<file path="config.mk">
export PLATFORM = sky130hd
export DESIGN_NAME = seq_fixed_mult_flat
export DESIGN_NICKNAME = d
export VERILOG_FILES = /design/src/rtl/seq_fixed_mult_if.sv /design/src/rtl/seq_fixed_mult.sv /design/src/flat_wrapper.sv
export SDC_FILE = /design/constraint.sdc
export NUM_CORES = 1
export LEC_CHECK = 0
export CORE_MARGIN = 3
export CORE_UTILIZATION = 25
export DETAILED_ROUTE_END_ITERATION = 16
export GPL_TIMING_DRIVEN = 0
export PLACE_DENSITY = 0.4
export SYNTH_ARGS = -nofsm -noshare
export SYNTH_HDL_FRONTEND = slang
export SYNTH_SLANG_ARGS = --single-unit
</file>
<file path="constraint.sdc">
create_clock -name clk -period 4.5 [get_ports clk]
set_clock_uncertainty 0.2 [all_clocks]
set_input_delay 0.9 -clock clk [delete_from_list [all_inputs] [get_ports clk]]
set_output_delay 0.9 -clock clk [all_outputs]
set_load 0.05 [all_outputs]
</file>
<file path="src/rtl/seq_fixed_mult_if.sv">
// seq_fixed_mult_if: start/busy/done handshake and operand/result bus for
// the iterative signed fixed-point multiplier.
//   start  - request, sampled only while the multiplier is idle
//   a, b   - WIDTH-bit two's-complement operands
//   busy   - operation in progress
//   done   - one-cycle pulse, results valid
//   p      - full product rescaled by FRAC (2*WIDTH bits)
//   p_sat  - p saturated to WIDTH bits
//   ovf    - p did not fit WIDTH bits
// master: the requester; slave: the multiplier.
interface seq_fixed_mult_if #(
    parameter int WIDTH = 16
);
    logic                   start;
    logic [WIDTH-1:0]       a;
    logic [WIDTH-1:0]       b;
    logic                   busy;
    logic                   done;
    logic [2*WIDTH-1:0]     p;
    logic [WIDTH-1:0]       p_sat;
    logic                   ovf;

    modport master (
        output start, a, b,
        input  busy, done, p, p_sat, ovf
    );

    modport slave (
        input  start, a, b,
        output busy, done, p, p_sat, ovf
    );
endinterface

</file>
<file path="src/rtl/seq_fixed_mult.sv">
// seq_fixed_mult: iterative signed fixed-point multiplier.
// Operands are Q(WIDTH-FRAC).FRAC two's complement. Magnitudes are multiplied
// with a radix-2 shift-add over WIDTH cycles; the sign is re-applied at the
// end, after the FRAC-bit rescale, so results truncate toward zero.
// Ports:
//   clk  - system clock, rising edge
//   rst  - asynchronous, active-high reset
//   bus  - seq_fixed_mult_if slave: start/a/b in, busy/done/p/p_sat/ovf out
module seq_fixed_mult #(
    parameter int WIDTH = 16,
    parameter int FRAC  = 6
) (
    input  logic            clk,
    input  logic            rst,
    seq_fixed_mult_if.slave bus
);

    localparam int CW = $clog2(WIDTH);

    // Saturation thresholds on the product magnitude
    localparam logic [2*WIDTH-1:0] POS_LIMIT = {{(WIDTH+1){1'b0}}, {(WIDTH-1){1'b1}}};
    localparam logic [2*WIDTH-1:0] NEG_LIMIT = {{WIDTH{1'b0}}, 1'b1, {(WIDTH-1){1'b0}}};
    localparam logic [WIDTH-1:0]   SAT_POS   = {1'b0, {(WIDTH-1){1'b1}}};
    localparam logic [WIDTH-1:0]   SAT_NEG   = {1'b1, {(WIDTH-1){1'b0}}};

    typedef enum logic [1:0] {
        IDLE,
        CALC,
        FINISH
    } state_t;

    state_t               state_q;
    state_t               state_d;

    logic [WIDTH-1:0]     mag_a;
    logic [WIDTH-1:0]     mag_b;
    logic                 sign_q;
    logic [2*WIDTH-1:0]   acc;
    logic [CW-1:0]        cnt;

    logic                 busy_q;
    logic                 done_q;
    logic [2*WIDTH-1:0]   p_q;
    logic [WIDTH-1:0]     p_sat_q;
    logic                 ovf_q;

    logic [WIDTH-1:0]     abs_a;
    logic [WIDTH-1:0]     abs_b;
    logic [2*WIDTH-1:0]   addend;
    logic [2*WIDTH-1:0]   mag;
    logic [2*WIDTH-1:0]   p_next;
    logic [WIDTH-1:0]     p_sat_next;
    logic                 ovf_next;
    logic                 last_step;

    // |-2^(WIDTH-1)| wraps back to 2^(WIDTH-1), which is correct as unsigned
    assign abs_a     = bus.a[WIDTH-1] ? -bus.a : bus.a;
    assign abs_b     = bus.b[WIDTH-1] ? -bus.b : bus.b;
    assign addend    = {{WIDTH{1'b0}}, mag_a} << cnt;
    assign last_step = (cnt == CW'(WIDTH-1));

    // Rescale the magnitude before negating so the result rounds toward zero
    always_comb begin
        mag        = acc >> FRAC;
        p_next     = sign_q ? -mag : mag;
        p_sat_next = p_next[WIDTH-1:0];
        ovf_next   = 1'b0;
        if (!sign_q && (mag > POS_LIMIT)) begin
            p_sat_next = SAT_POS;
            ovf_next   = 1'b1;
        end else if (sign_q && (mag > NEG_LIMIT)) begin
            p_sat_next = SAT_NEG;
            ovf_next   = 1'b1;
        end
    end

    always_comb begin
        state_d = state_q;
        case (state_q)
            IDLE:    if (bus.start) state_d = CALC;
            CALC:    if (last_step) state_d = FINISH;
            FINISH:  state_d = IDLE;
            default: state_d = IDLE;
        endcase
    end

    always_ff @(posedge clk or posedge rst) begin
        if (rst) begin
            state_q <= IDLE;
        end else begin
            state_q <= state_d;
        end
    end

    always_ff @(posedge clk or posedge rst) begin
        if (rst) begin
            mag_a   <= '0;
            mag_b   <= '0;
            sign_q  <= 1'b0;
            acc     <= '0;
            cnt     <= '0;
            busy_q  <= 1'b0;
            done_q  <= 1'b0;
            p_q     <= '0;
            p_sat_q <= '0;
            ovf_q   <= 1'b0;
        end else begin
            done_q <= 1'b0;
            case (state_q)
                IDLE: begin
                    if (bus.start) begin
                        mag_a  <= abs_a;
                        mag_b  <= abs_b;
                        sign_q <= bus.a[WIDTH-1] ^ bus.b[WIDTH-1];
                        acc    <= '0;
                        cnt    <= '0;
                        busy_q <= 1'b1;
                    end
                end
                CALC: begin
                    if (mag_b[0]) begin
                        acc <= acc + addend;
                    end
                    mag_b <= mag_b >> 1;
                    cnt   <= cnt + 1'b1;
                    // busy covers the WIDTH shift-add steps only
                    if (last_step) begin
                        busy_q <= 1'b0;
                    end
                end
                FINISH: begin
                    p_q     <= p_next;
                    p_sat_q <= p_sat_next;
                    ovf_q   <= ovf_next;
                    done_q  <= 1'b1;
                end
                default: ;
            endcase
        end
    end

    assign bus.busy  = busy_q;
    assign bus.done  = done_q;
    assign bus.p     = p_q;
    assign bus.p_sat = p_sat_q;
    assign bus.ovf   = ovf_q;

endmodule

</file>
<file path="src/flat_wrapper.sv">
// flat-port wrapper written by rule: the top's interface ports become plain ports
module seq_fixed_mult_flat 
#(
    parameter int WIDTH = 16,
    parameter int FRAC  = 6
)
  (clk, rst, bus_start, bus_a, bus_b, bus_busy, bus_done, bus_p, bus_p_sat, bus_ovf);
  seq_fixed_mult_if #(.WIDTH(WIDTH)) bus_i ();
  input  logic clk;
  input  logic rst;
  input wire logic [$bits(bus_i.start)-1:0] bus_start;
  input wire logic [$bits(bus_i.a)-1:0] bus_a;
  input wire logic [$bits(bus_i.b)-1:0] bus_b;
  output wire logic [$bits(bus_i.busy)-1:0] bus_busy;
  output wire logic [$bits(bus_i.done)-1:0] bus_done;
  output wire logic [$bits(bus_i.p)-1:0] bus_p;
  output wire logic [$bits(bus_i.p_sat)-1:0] bus_p_sat;
  output wire logic [$bits(bus_i.ovf)-1:0] bus_ovf;
  assign bus_i.start = bus_start;
  assign bus_i.a = bus_a;
  assign bus_i.b = bus_b;
  assign bus_busy = bus_i.busy;
  assign bus_done = bus_i.done;
  assign bus_p = bus_i.p;
  assign bus_p_sat = bus_i.p_sat;
  assign bus_ovf = bus_i.ovf;
  seq_fixed_mult #(.WIDTH(WIDTH), .FRAC(FRAC)) u_core (.clk(clk), .rst(rst), .bus(bus_i));
endmodule
</file>
After elaboration in Yosys (flattened, before gate mapping)
Index checks and enable logic that the tools add are counted.
{ "totals": {"wordCells": 57, "reg_bits": 122, "in_bits": 35, "out_inout_bits": 51} }
{ "classes": {"reduce_logical": 10, "bitwise": 1, "add_sub_neg": 5, "n_shift": 1, "mux": 21, "n_lt_le_gt_ge": 2, "n_eq_ne": 6} }
{ "ops": {"columns": ["op", "n"], "rows": [
  ["$mux 32", 3],
  ["$mux 16", 5],
  ["$pmux 32 s2", 1],
  ["$add 32x32->32", 1],
  ["$neg 16->16", 2],
  ["$neg 26->32", 1],
  ["$pmux 16 s2", 1],
  ["$shl 16x4->32", 1],
  ["$gt 26x15->1 const B", 1],
  ["$gt 26x16->1 const B", 1],
  ["$pmux 4 s2", 1],
  ["$reduce_and 2->1", 3],
  ["$reduce_and 3->1", 2],
  ["$mux 1", 5],
  ["$add 4x1->4 const B", 1],
  ["$eq 4x4->1 const B", 1],
  ["$mux 2", 2],
  ["$mux 4", 1],
  ["$ne 2x1->1 const B", 2],
  ["$pmux 2 s2", 1],
  ["$eq 2x1->1 const B", 1],
  ["$eq 2x2->1 const B", 1],
  ["$logic_and 1x1->1", 2],
  ["$logic_not 2->1", 1],
  ["5 further kinds", 5]
]} }

Depth between registers and ports, before layout
Gate-level depths: netlist of the first run.
{ "logic_depth": {"word_depth": 4, "depth_mapped": 17, "mapped_depth_nobuf": 15} }

Worst setup path after synthesis of the first run
OpenSTA, ideal clock, no wires.
{ "synth_path": {"path_kind": "flip-flop to flip-flop", "start": "reg u_core.cnt[1]", "end": "reg u_core.acc[29]", "stages_incl_launch_ff": 14, "n_path_buf": 3, "t_required_ps": 4174, "path_slack_ps": 477, "period_less_slack_ps": 4023, "setup_time_ps": 126, "arrival_time_ps": 3697, "path_cell_list": "dfrtp_1 clkbuf_1 buf_1 clkbuf_1 mux4_2 o21ai_0 a21oi_1 ha_1 and4_1 a221oi_1 a21oi_1 o21ai_0 o21ai_0 a221o_1"} }
{ "synth_between": {"elab_chain_cells": 4} }
{ "synth_lines": {"columns": ["item", "line_no", "text"], "rows": [
  ["start: declaration", "seq_fixed_mult.sv:39", "logic [CW-1:0] cnt;"],
  ["start signal: assignment", "seq_fixed_mult.sv:125", "cnt <= cnt + 1'b1;"],
  ["$shl 16x4->32", "seq_fixed_mult.sv:59", "assign addend = {{WIDTH{1'b0}}, mag_a} << cnt;"],
  ["$add 32x32->32", "seq_fixed_mult.sv:122", "acc <= acc + addend;"],
  ["$mux 32", "seq_fixed_mult.sv:121", "if (mag_b[0]) begin"],
  ["$pmux 32 s2", "seq_fixed_mult.sv:109", "case (state_q)"],
  ["end signal: assignment", "seq_fixed_mult.sv:122", null],
  ["end: declaration", "seq_fixed_mult.sv:38", "logic [2*WIDTH-1:0] acc;"]
]} }
No other way between the ends. The select of a mux whose other input is x is not followed.
A chain may end at the register's enable or synchronous reset.

Final worst setup path of the first run
Ends and elaborated chain as after synthesis.

==> results of run 1 <==
final cells by class:
cell class	instances	area, sq um
repair buffers	86	878
inverters	23	91.3
clock buffers	18	439
fillers	3467	21600
well taps	435	544
plain buffers	48	211
multi-input cells	766	4870
flip-flops and latches	122	3060
clock inverters	13	193
cell usage in the layout (no fill, tap or decap), types with 8 or more instances in the layout:
master             n
dfrtp_1          120
o22ai_1           22
a21oi_1           56
nor2_1            58
clkbuf_16         17
or3_1             11
o21a_1            22
clkbuf_1          39
nand2_1          147
nor2b_1            8
nor3_1            15
a21o_1            11
xor2_1            53
inv_1             21
o31ai_1           11
o21ai_0          128
mux2i_1           17
nand3_1           20
xnor2_1           17
mux2_2             8
ha_1              35
a31oi_1            8
nand2b_1          10
clkdlybuf4s50_1   85
and2_1             8
logic make-up (layout without fill, tap and decap cells):
| group | Yosys count | after routing | share of synthesized area (%) |
|---|---|---|---|
| AOI/OAI and AO/OA | 316 | 316 | 23.6 |
| and+or+nand+nor | 314 | 314 | 17.9 |
| DFF | 122 | 122 | 37.3 |
| buffers and inverters | 73 | 188 | 3.64 |
| xor gates and xnor gates | 70 | 70 | 7.49 |
| adders and majority gates | 36 | 36 | 5.59 |
| muxes | 30 | 30 | 4.55 |
stage by stage:
| stage | std cells | setup WS [ns] | hold slack, ns | cell area, sq um |
|---|---|---|---|---|
| after floorplan | 961 | 0.157 | 0.251 | 8190 |
| after global placement | 1481 | -2.13 | 0.261 | 9580 |
| after detailed placement | 1482 | -0.694 | 0.265 | 9620 |
| after CTS | 1512 | 0.000618 | 0.281 | 10300 |
| after global routing | 1511 | 0.0415 | 0.300 | 10300 |
| final | 1511 | 0.371 | 0.273 | 10300 |
metal layers:
| layer | vias up | global-route usage (%) |
|---|---|---|
| met5 | - | 0 |
| met4 | 0 | 4.04 |
| met3 | 8 | 2.64 |
| met2 | 118 | 22.6 |
| met1 | 3402 | 19.0 |
| li1 | 3674 | - |
where the power goes:
group	total [mW]	internal (mW)	switching (mW)
logic	5.36	1.99	3.36
registers	2.05	1.57	0.483
clock network	1.48	0.946	0.534
total	8.89	4.51	4.38
worst min-delay path, cell delays in order, from the launching register on:
cell and delay [ns]:
dfrtp_1 0.34, nand2_1 0.05, nand2_1 0.05
worst min path at each step:
stage,depth (start not counted),endpoint
2_1_floorplan,2,u_core.mag_b[11]$_DFFE_PP0P_
3_3_place_gp,2,u_core.bus.p[26]$_DFFE_PP0P_
3_5_place_dp,2,u_core.bus.p[26]$_DFFE_PP0P_
4_1_cts,2,u_core.bus.p[26]$_DFFE_PP0P_
5_1_grt,1,u_core.bus.p[27]$_DFFE_PP0P_
6_report,2,u_core.bus.p[26]$_DFFE_PP0P_
state kept, by name (all words and copies together) (netlist names):
name              count
u_core.bus.p_sat     16
u_core.bus.p         32
u_core.cnt            4
u_core.bus.done       1
u_core.bus.ovf        1
u_core.sign_q         1
u_core.mag_b         16
u_core.mag_a         16
u_core.acc           32
u_core.state_q        2
u_core.bus.busy       1
repair_timing:
item / CTS / global route
hold buffers: 0 / 0
gates resized for setup: 7 / 10
setup buffers: 0 / 0
setup endpoints to repair: 16 / 16
cloned: 0 / 0
==> key figures, run 1 <==
Status
  – Status: finished, final reports clean

Routing
  – Final wirelength: 24000 microns
  – Via count: 7202
  – DR WL met2: 10900 microns
  – WL met3: 722 microns
  – DRT antenna net count: 0
  – # DRC: 0
  – Routed length on met1: 12100 microns
  – Avg Vias per Cell: 4.77
  – Average wire per standard cell: 15.9 microns
  – 1st-pass router iterations: 4
  – Iteration-0 DRC count of the detailed router: 378
  – Top Metal Used: met4

Worst setup path
  – Cell Chain, Critical Path: clkbuf_4, buf_2, mux4_2, mux2i_1, o22ai_1, ha_1, a21oi_1, o21ai_0, a221oi_2, a21oi_2, o21ai_2, o21ai_0, a221o_1
  – CP top delay family: compound AO/OA/AOI/OAI gates
  – Buf/Inv on CP: 2
  – CP peak stage delay: 0.48 ns
  – CP endpoint: u_core.acc[29]$_DFFE_PP0P_
  – Worst-path fanout max: 10
  – Crit path capture type: flop
  – Critical path data required time: 4.60 ns
  – Reg2reg path depth: 13
  – Worst EP arrival: 4.23 ns
  – Reg2Reg Setup Slack: 0.37 ns
  – Crit. Startpoint: u_core.cnt[1]$_DFFE_PP0P_
  – Cell mode on critical path: o21ai_0
  – CP max stage cell: dfrtp_2
  – Crit Path Class: flop to flop
  – Origin of the critical flop-to-flop path: u_core.cnt[1]$_DFFE_PP0P_
  – Setup crit start kind: flop
  – Worst R2R End: u_core.acc[29]$_DFFE_PP0P_
  – Crit path depth: 13

Timing
  – Final setup violation count: 0
  – Peak Freq: 242 MHz
  – Period minus WS final: 4.13 ns
  – Worst-margin pin slew: 0.790 ns
  – TNS Setup: 0 ns
  – Max Slew Vio Count: 0
  – Rel. slew slack: 47.3%
  – RSZ-0062 raised after global routing: no
  – Period utilization: 91.8%
  – Final hold vios: 0

Synthesis
  – Yosys reg bits: 122
  – Yosys warnings: 0
  – Mapped Area: 8190 sq um
  – Avg Cell Area, Syn: 8.52 sq um
  – Post-synth EDFFs: 0
  – Top FF cell, synth: dfrtp_1
  – Top cell type's share of synthesized area: 37.3%
  – Count of cell types in the netlist: 69
  – Synth Net Count: 1032
  – Largest area contributor in the netlist: dfrtp_1
  – Ys async rst share: 100%
  – Sequential fraction of the synthesis area: 37.3%
  – Commonest cells in the netlist: 147 x nand2_1, 130 x o21ai_0, 122 x dfrtp_1, 58 x nor2_1, 57 x a21oi_1
  – Most common cell in the netlist: nand2_1
  – Cells after Synth: 961
  – Top cells by area, synth: dfrtp_1 37%, o21ai_0 7.9%, nand2_1 6.7%

Finish
  – Core Util, Final: 32.2%
  – NumNets Final: 1135
  – Share of layout cells above drive strength 1: 6.97%
  – Area grow syn2layout: 25.5%
  – ANT cells: 0

Floorplan
  – Die Width: 187 microns
  – Chip Height: 187 microns
  – Core region area: 31900 sq um
  – Starting density of the core: 25.7%
  – Die area: 35000 sq um
  – Row Count: 65
  – I/O pin count: 86

Global routing
  – Number of global-route vias before repair: 7367
  – Total grt overflow: 0
  – Antenna violations before repair: 0
  – First-pass GRT wire length: 39700 microns
  – Largest net degree at the start of global routing: 75
  – Overall routing resource usage: 13.9%

Clock tree
  – CTS Sinks: 122
  – Root buf cell: clkbuf_16
  – CTS tree: built
  – Worst-path clk slew: 0.06 ns
  – Worst-Skew Late Latency: 0.42 ns
  – CTS Buf Count: 17
  – H-tree depth: 4
  – Clk buf depth: 2

Pwr
  – PwrDens: 865 nW/um^2
  – Total power: 8.89 mW
  – VDD IR-drop max: 0.387 mV
  – Static Leak: 4.32 nW

Placed design
  – Post-DP HPWL: 18700 microns
  – RD Place Congestion: 0.866
  – IO Port Bufs: 85

Run
  – Max cap viols: 0

Min path
  – Hold Path Class: flop to flop
  – Hold_sp: u_core.bus.p[26]$_DFFE_PP0P_
No activity file was read; power rests on OpenSTA's default activity.
==> run 2, diff against run 1 <==
CELL_PAD_IN_SITES_DETAIL_PLACEMENT = 0   (was not set)
CELL_PAD_IN_SITES_GLOBAL_PLACEMENT = 1   (was not set)
PLACE_DENSITY = 0.5   (was 0.4)
TNS_END_PERCENT = 50   (was not set)
==> run 2 against run 1 <==
Global-route usage up 0.38 points. Wire length up 4.2%. Worst hold slack better by 0.0070 ns. Clock power up 3%. Power up 1.1%. Utilization about the same. Via count up 0.81%. Critical path type unchanged. Largest power group unchanged.
==> key figures, run 2 (synthesized netlist as in run 1, its figures left out) <==
Pwr
  – Total power: 8.99 mW (+1.1%)
  – Sw frac: 49.8% (+0.50 points)
  – Combinational cell fraction of total power: 60.2% (about the same)
  – Static Leak: 4.31 nW (-0.24%)
  – PwrDens: 873 nW/um^2 (+1.0%)
  – Clk pwr share: 17.0% (+0.3 points)
  – Pint: 4.51 mW (+0.12%)
  – Seq pwr share: 22.8% (-0.3 points)
  – VDD IR-drop max: 0.358 mV (-7.5%)
  – Switching power: 4.47 mW (+2.1%)

Clock tree
  – H-tree depth: 4 (unchanged)
  – Worst-Skew Late Latency: 0.42 ns (about the same)
  – Clk buf depth: 2 (unchanged)
  – Worst-path clk slew: 0.06 ns (about the same)
  – CTS Buf Count: 17 (unchanged)
  – CTS tree: built
  – Root buf cell: clkbuf_16
  – CTS Sinks: 122 (unchanged)
  – Setup bufs post-CTS: 0 (unchanged)
  – Hold_buf cts: 0 (unchanged)

Global routing
  – Number of global-route vias before repair: 7347 (-0.27%)
  – Antenna violations before repair: 0 (unchanged)
  – First-pass GRT wire length: 40700 microns (+2.4%)
  – Largest net degree at the start of global routing: 78 (+4.0%)
  – Total grt overflow: 0 (unchanged)
  – Overall routing resource usage: 14.3% (+0.38 points)

Worst setup path
  – Worst EP arrival: 4.33 ns (+0.10 ns)
  – CP max stage cell: dfrtp_2
  – CP peak stage delay: 0.48 ns (about the same)
  – Cell Chain, Critical Path: buf_2, buf_2, a211oi_1, a21oi_1, mux2i_1, o22ai_1, ha_1, clkbuf_1, a21oi_1, o21ai_0, a221o_1, a221o_1, a41oi_1, xor2_1, o21ai_0
  – CP top delay family: compound AO/OA/AOI/OAI gates
  – Worst R2R End: u_core.acc[18]$_DFFE_PP0P_
  – Origin of the critical flop-to-flop path: u_core.cnt[1]$_DFFE_PP0P_
  – Reg2Reg Setup Slack: 0.25 ns (-0.12 ns)
  – Crit path capture type: flop
  – Crit Path Class: flop to flop
  – Reg2reg path depth: 15 (+2)
  – Worst-path fanout max: 10 (unchanged)
  – Setup crit start kind: flop
  – Critical path data required time: 4.58 ns (-0.02 ns)
  – Buf/Inv on CP: 3 (+1)

Timing
  – Rel. slew slack: 46.0% (-1.3 points)
  – Period utilization: 94.3% (+2.6 points)
  – RSZ-0062 raised after global routing: no
  – Peak Freq: 236 MHz (-2.7%)
  – Final hold vios: 0 (unchanged)
  – Final setup violation count: 0 (unchanged)
  – Final worst slack: 0.254 ns (-0.116 ns)
  – Worst-margin pin slew: 0.810 ns (+0.0196 ns)
  – Max Slew Vio Count: 0 (unchanged)
  – Period minus WS final: 4.25 ns (+0.116 ns)

Status
  – Status: finished, final reports clean

Finish
  – ANT cells: 0 (unchanged)
  – Area grow syn2layout: 25.7%
  – Fill count: 3456 (-0.32%)
  – Most frequent cells in the layout: 147 x nand2_1, 129 x o21ai_0, 120 x dfrtp_1
  – Most common cell after layout, fill and taps aside: nand2_1
  – NumNets Final: 1135 (unchanged)
  – Share of layout cells above drive strength 1: 7.15% (+0.18 points)

Placed design
  – IO Port Bufs: 85 (unchanged)
  – Post-Place Setup Slack: -0.862 ns (-0.168 ns)
  – RD Place Congestion: 0.843 (-2.6%)
  – Post-DP HPWL: 19400 microns (+4.0%)

Floorplan
  – I/O pin count: 86 (unchanged)
  – Starting density of the core: 25.7% (unchanged)
  – Die area: 35000 sq um (unchanged)
  – Core region area: 31900 sq um (unchanged)
  – Die Width: 187 microns (unchanged)
  – Chip Height: 187 microns (unchanged)
  – Row Count: 65 (unchanged)

Routing
  – Avg Vias per Cell: 4.80 (+0.74%)
  – 1st-pass router iterations: 4 (unchanged)
  – Final wirelength: 25000 microns (+4.2%)
  – Average wire per standard cell: 16.6 microns (+4.2%)
  – # DRC: 0 (unchanged)
  – DRT antenna net count: 0 (unchanged)
  – Iteration-0 DRC count of the detailed router: 343 (-9.3%)
  – Via count: 7260 (+0.81%)

Min path
  – Worst Hold Path EP: u_core.mag_b[11]$_DFFE_PP0P_
  – Hold Path Class: flop to flop
  – Worst hold path stage count: 2 (unchanged)
  – Hold_sp: u_core.mag_b[11]$_DFFE_PP0P_

Run
  – Max cap viols: 0 (unchanged)
==> run 2: cell count changes in the layout (fill, tap and decap cells not counted), sizes merged <==
cell / delta
buf: +1
clkinvlp: +2
inv: -2
==> run 2: power groups by stage <==
stage	sequential (mW)	combinational [mW]	clock, mW
final	2.05	5.41	1.53
after global routing	2.13	6.02	1.62
after CTS	2.06	5.44	1.58
after detailed placement	2.05	5.43	0
after global placement	2.05	5.43	0
after floorplan	2.48	3.37	0
==> run 2: tightest hold or removal path: cells and delay by family, from the launching register on <==
family	cells	cell delay [ns]
AOI/OAI and AO/OA	1	0.06
DFF	1	0.34
and+or+nand+nor	1	0.05
==> run 2: worst max-delay path by stage <==
stage / startpoint / cells after the start / slack (ns) / end
global placement: rst / 2 / -2.12 / u_core.mag_b[4]$_DFFE_PP0P_
CTS: u_core.cnt[1]$_DFFE_PP0P_ / 15 / 0.06 / u_core.acc[29]$_DFFE_PP0P_
finish: u_core.cnt[1]$_DFFE_PP0P_ / 15 / 0.25 / u_core.acc[18]$_DFFE_PP0P_
global route: u_core.cnt[1]$_DFFE_PP0P_ / 15 / 0.01 / u_core.acc[18]$_DFFE_PP0P_
floorplan: rst / 1 / 0.16 / u_core.acc[0]$_DFFE_PP0P_
detailed placement: u_core.cnt[1]$_DFFE_PP0P_ / 14 / -0.86 / u_core.acc[29]$_DFFE_PP0P_
==> run 2: layer usage <==
metal / vias up / part of all wire (%) / wire [microns] / GRT usage, %
met1: 3431 / 50 / 12500 / 19.9
met5: - / 0 / 0 / 0
met4: 0 / 1.8 / 459 / 4.04
met2: 138 / 45 / 11200 / 23.1
li1: 3671 / - / - / -
met3: 20 / 3.2 / 801 / 2.16
==> run 2: area by class of cell <==
class	count	area [sq um]	area share, %
clock buffers	19	443	4.30
well taps	435	544	5.29
inverters	23	91.3	0.887
clock inverters	13	194	1.88
repair buffers	86	878	8.53
flip-flops and latches	122	3060	29.7
plain buffers	48	209	2.03
multi-input cells	766	4880	47.4
==> run 2: metrics by stage <==
| stage | hold WS [ns] | instance area [sq um] | TNS [ns] | utilization (%) | std cells |
|---|---|---|---|---|---|
| 5_1_grt | 0.308 | 10300 | 0 | 32.3 | 1512 |
| 4_1_cts | 0.285 | 10300 | 0 | 32.2 | 1512 |
| 6_report | 0.280 | 10300 | 0 | 32.3 | 1512 |
| 2_1_floorplan | 0.251 | 8190 | 0 | - | 961 |
| 3_3_place_gp | 0.264 | 9580 | -262.43 | 30.1 | 1481 |
| 3_5_place_dp | 0.272 | 9620 | -5.30 | 30.2 | 1482 |
==> run 2: timing repair <==
item / in CTS / in global routing
gates resized for setup: 8 / 8
cloned: 0 / 0
pin swaps: 0 / 0
endpoints found under the setup margin: 17 / 9
==> run 3, diff against run 2 <==
CORE_ASPECT_RATIO = 0.6   (was not set)
==> run 3 against run 2 <==
Wire length increased by 6.7%. Global-route usage is 1.4 points higher. Combinational power increased by 3%. Final cell count decreased by 1.3%. Cell area shrank 0.18%. Die area increased by 0.21%. Maximum frequency down 0.96%. Critical path depth is 1 lower. Worst hold slack worse by 0.0018 ns. Via count up 2.5%. Setup slack worse by 0.041 ns. Count of clock-buffer cells in the layout is the same. Largest power group unchanged. Highest routed layer unchanged.
==> key figures, run 3 (synthesized netlist as in run 1, its figures left out) <==
Floorplan
  – I/O pin count: 86 (unchanged)
  – Row Count: 50 (-23%)
  – Starting density of the core: 25.8% (+0.13 points)
  – Core region area: 31700 sq um (-0.51%)
  – Die Width: 240 microns (+28%)
  – Chip Height: 146 microns (-22%)
  – Die area: 35000 sq um (+0.21%)

Worst setup path
  – Setup crit start kind: flop
  – CP peak stage delay: 0.48 ns (about the same)
  – Reg2reg path depth: 14 (-1)
  – Crit. Startpoint: u_core.cnt[1]$_DFFE_PP0P_
  – Critical path data required time: 4.62 ns (+0.04 ns)
  – Cell Chain, Critical Path: buf_2, clkbuf_2, mux4_2, mux2i_1, o22ai_1, ha_1, a21oi_1, o21ai_1, a221oi_2, buf_4, a21oi_4, o21ai_2, o21ai_0, a221o_1
  – Crit Path Class: flop to flop
  – CP max stage cell: dfrtp_2
  – Worst R2R End: u_core.acc[29]$_DFFE_PP0P_
  – Reg2Reg Setup Slack: 0.21 ns (-0.04 ns)
  – CP endpoint: u_core.acc[29]$_DFFE_PP0P_
  – Worst EP arrival: 4.41 ns (+0.08 ns)
  – Origin of the critical flop-to-flop path: u_core.cnt[1]$_DFFE_PP0P_
  – Crit path capture type: flop
  – Worst-path fanout max: 10 (unchanged)

Pwr
  – Seq pwr share: 22.5% (-0.3 points)
  – Pint: 4.53 mW (+0.35%)
  – Sw frac: 50.2% (+0.47 points)
  – PwrDens: 886 nW/um^2 (+1.5%)
  – Static Leak: 4.33 nW (+0.37%)
  – Clk pwr share: 16.2% (-0.8 points)
  – Switching power: 4.57 mW (+2.2%)
  – VDD IR-drop max: 0.290 mV (-19%)
  – Combinational cell fraction of total power: 61.2% (+1.0 points)

Routing
  – # DRC: 0 (unchanged)
  – Via count: 7443 (+2.5%)
  – Iteration-0 DRC count of the detailed router: 466 (+36%)
  – Average wire per standard cell: 17.9 microns (+8.1%)
  – Avg Vias per Cell: 4.99 (+3.8%)
  – DRT antenna net count: 0 (unchanged)
  – 1st-pass router iterations: 5 (+1)
  – Final wirelength: 26700 microns (+6.7%)

Clock tree
  – Clk buf depth: 2 (unchanged)
  – Root buf cell: clkbuf_16
  – H-tree depth: 4 (unchanged)
  – Worst-Skew Late Latency: 0.44 ns (+0.02 ns)
  – CTS Buf Count: 17 (unchanged)
  – CTS tree: built
  – CTS Sinks: 122 (unchanged)
  – Worst-path clk slew: 0.06 ns (about the same)

Placed design
  – RD Place Congestion: 0.811 (-3.8%)
  – Placed Cells: 1463 (-1.3%)
  – Post-Place Setup Slack: -1.13 ns (-0.263 ns)
  – IO Port Bufs: 85 (unchanged)
  – Dpl cell area: 9590 sq um (-0.25%)
  – Post-DP HPWL: 20900 microns (+7.7%)

Global routing
  – Total grt overflow: 0 (unchanged)
  – First-pass GRT wire length: 43000 microns (+5.6%)
  – Overall routing resource usage: 15.7% (+1.4 points)
  – Largest net degree at the start of global routing: 73 (-6.4%)
  – Antenna violations before repair: 0 (unchanged)
  – Number of global-route vias before repair: 7218 (-1.8%)

Finish
  – NumNets Final: 1136 (+0.088%)
  – Fill count: 3305 (-4.4%)
  – Most frequent cells in the layout: 147 x nand2_1, 127 x o21ai_0, 120 x dfrtp_1
  – Share of layout cells above drive strength 1: 7.24% (+0.093 points)
  – Multi-input logic area: 4890 sq um (+0.33%)
  – Register Area: 3060 sq um (unchanged)
  – Finished Layout Cells: 1493 (-1.3%)
  – Area grow syn2layout: 25.5%
  – ANT cells: 0 (unchanged)
  – Design area: 10300 sq um (-0.18%)
  – Most common cell after layout, fill and taps aside: nand2_1

Min path
  – Hold Path Class: flop to flop

Timing
  – Peak Freq: 233 MHz (-0.96%)
  – Worst-margin pin slew: 0.850 ns (+0.0398 ns)
  – Rel. slew slack: 43.4% (-2.7 points)
  – Final setup violation count: 0 (unchanged)
  – Final hold vios: 0 (unchanged)
  – Hold slack: 0.278 ns (-0.00182 ns)
  – Max Slew Vio Count: 0 (unchanged)
  – TNS Setup: 0 ns (unchanged)
  – Final worst slack: 0.213 ns (-0.0413 ns)
  – Period utilization: 95.3% (+0.92 points)
  – Period minus WS final: 4.29 ns (+0.0413 ns)

Status
  – Status: finished, final reports clean

Run
  – Max cap viols: 0 (unchanged)
run 3: layout make-up:
| type | count | area share [%] |
|---|---|---|
| clock buffers | 19 | 4.31 |
| well taps | 416 | 5.07 |
| plain buffers | 48 | 2.05 |
| inverters | 23 | 0.889 |
| repair buffers | 87 | 8.62 |
| flip-flops and latches | 122 | 29.7 |
| multi-input cells | 766 | 47.6 |
| clock inverters | 12 | 1.69 |
run 3: what timing repair did:
action,CTS,global route
hold buffers,0,0
gates cloned,0,0
setup endpoints to repair,17,15
pin swaps,0,1
buffers inserted,0,1
gates resized for setup,8,14
run 3: per-stage QoR:
step | utilization, % | power, mW
finish | 32.4 | 9.10
global route | 32.4 | 9.90
CTS | 32.2 | 9.08
detailed placement | 30.2 | 7.52
global placement | 30.1 | 7.55
floorplan | - | 5.85
run 3: critical path, delay by kind of cell, from the launching register on:
kind / cells / cell delay (ns)
flip-flops: 1 / 0.48
buffers and inverters: 3 / 0.78
adder cells (fa/ha/maj): 1 / 0.42
multiplexers: 2 / 0.70
AO/OA/AOI/OAI: 8 / 1.59
run 3: how the worst min path moves through the flow:
| stage | from | end | cells after the start |
|---|---|---|---|
| after floorplan | u_core.mag_b[11]$_DFFE_PP0P_ | u_core.mag_b[11]$_DFFE_PP0P_ | 2 |
| after global placement | u_core.bus.p[30]$_DFFE_PP0P_ | u_core.bus.p[30]$_DFFE_PP0P_ | 2 |
| after detailed placement | u_core.bus.p[31]$_DFFE_PP0P_ | u_core.bus.p[31]$_DFFE_PP0P_ | 1 |
| after CTS | u_core.bus.p[31]$_DFFE_PP0P_ | u_core.bus.p[31]$_DFFE_PP0P_ | 1 |
| after global routing | u_core.mag_b[11]$_DFFE_PP0P_ | u_core.mag_b[11]$_DFFE_PP0P_ | 2 |
| final | u_core.bus.p[27]$_DFFE_PP0P_ | u_core.bus.p[27]$_DFFE_PP0P_ | 1 |
run 3: routing by layer:
metal,global-route usage (%),routed length (microns)
met1,25.9,15300
met2,20.0,10100
met3,3.59,1090
met4,3.38,248
met5,0,0
run 3: power by group through the flow:
stage	registers, mW	clock network (mW)	logic [mW]
floorplan	2.48	0	3.37
global placement	2.05	0	5.51
finish	2.05	1.48	5.58
global route	2.13	1.57	6.20
detailed placement	2.04	0	5.48
CTS	2.06	1.52	5.50
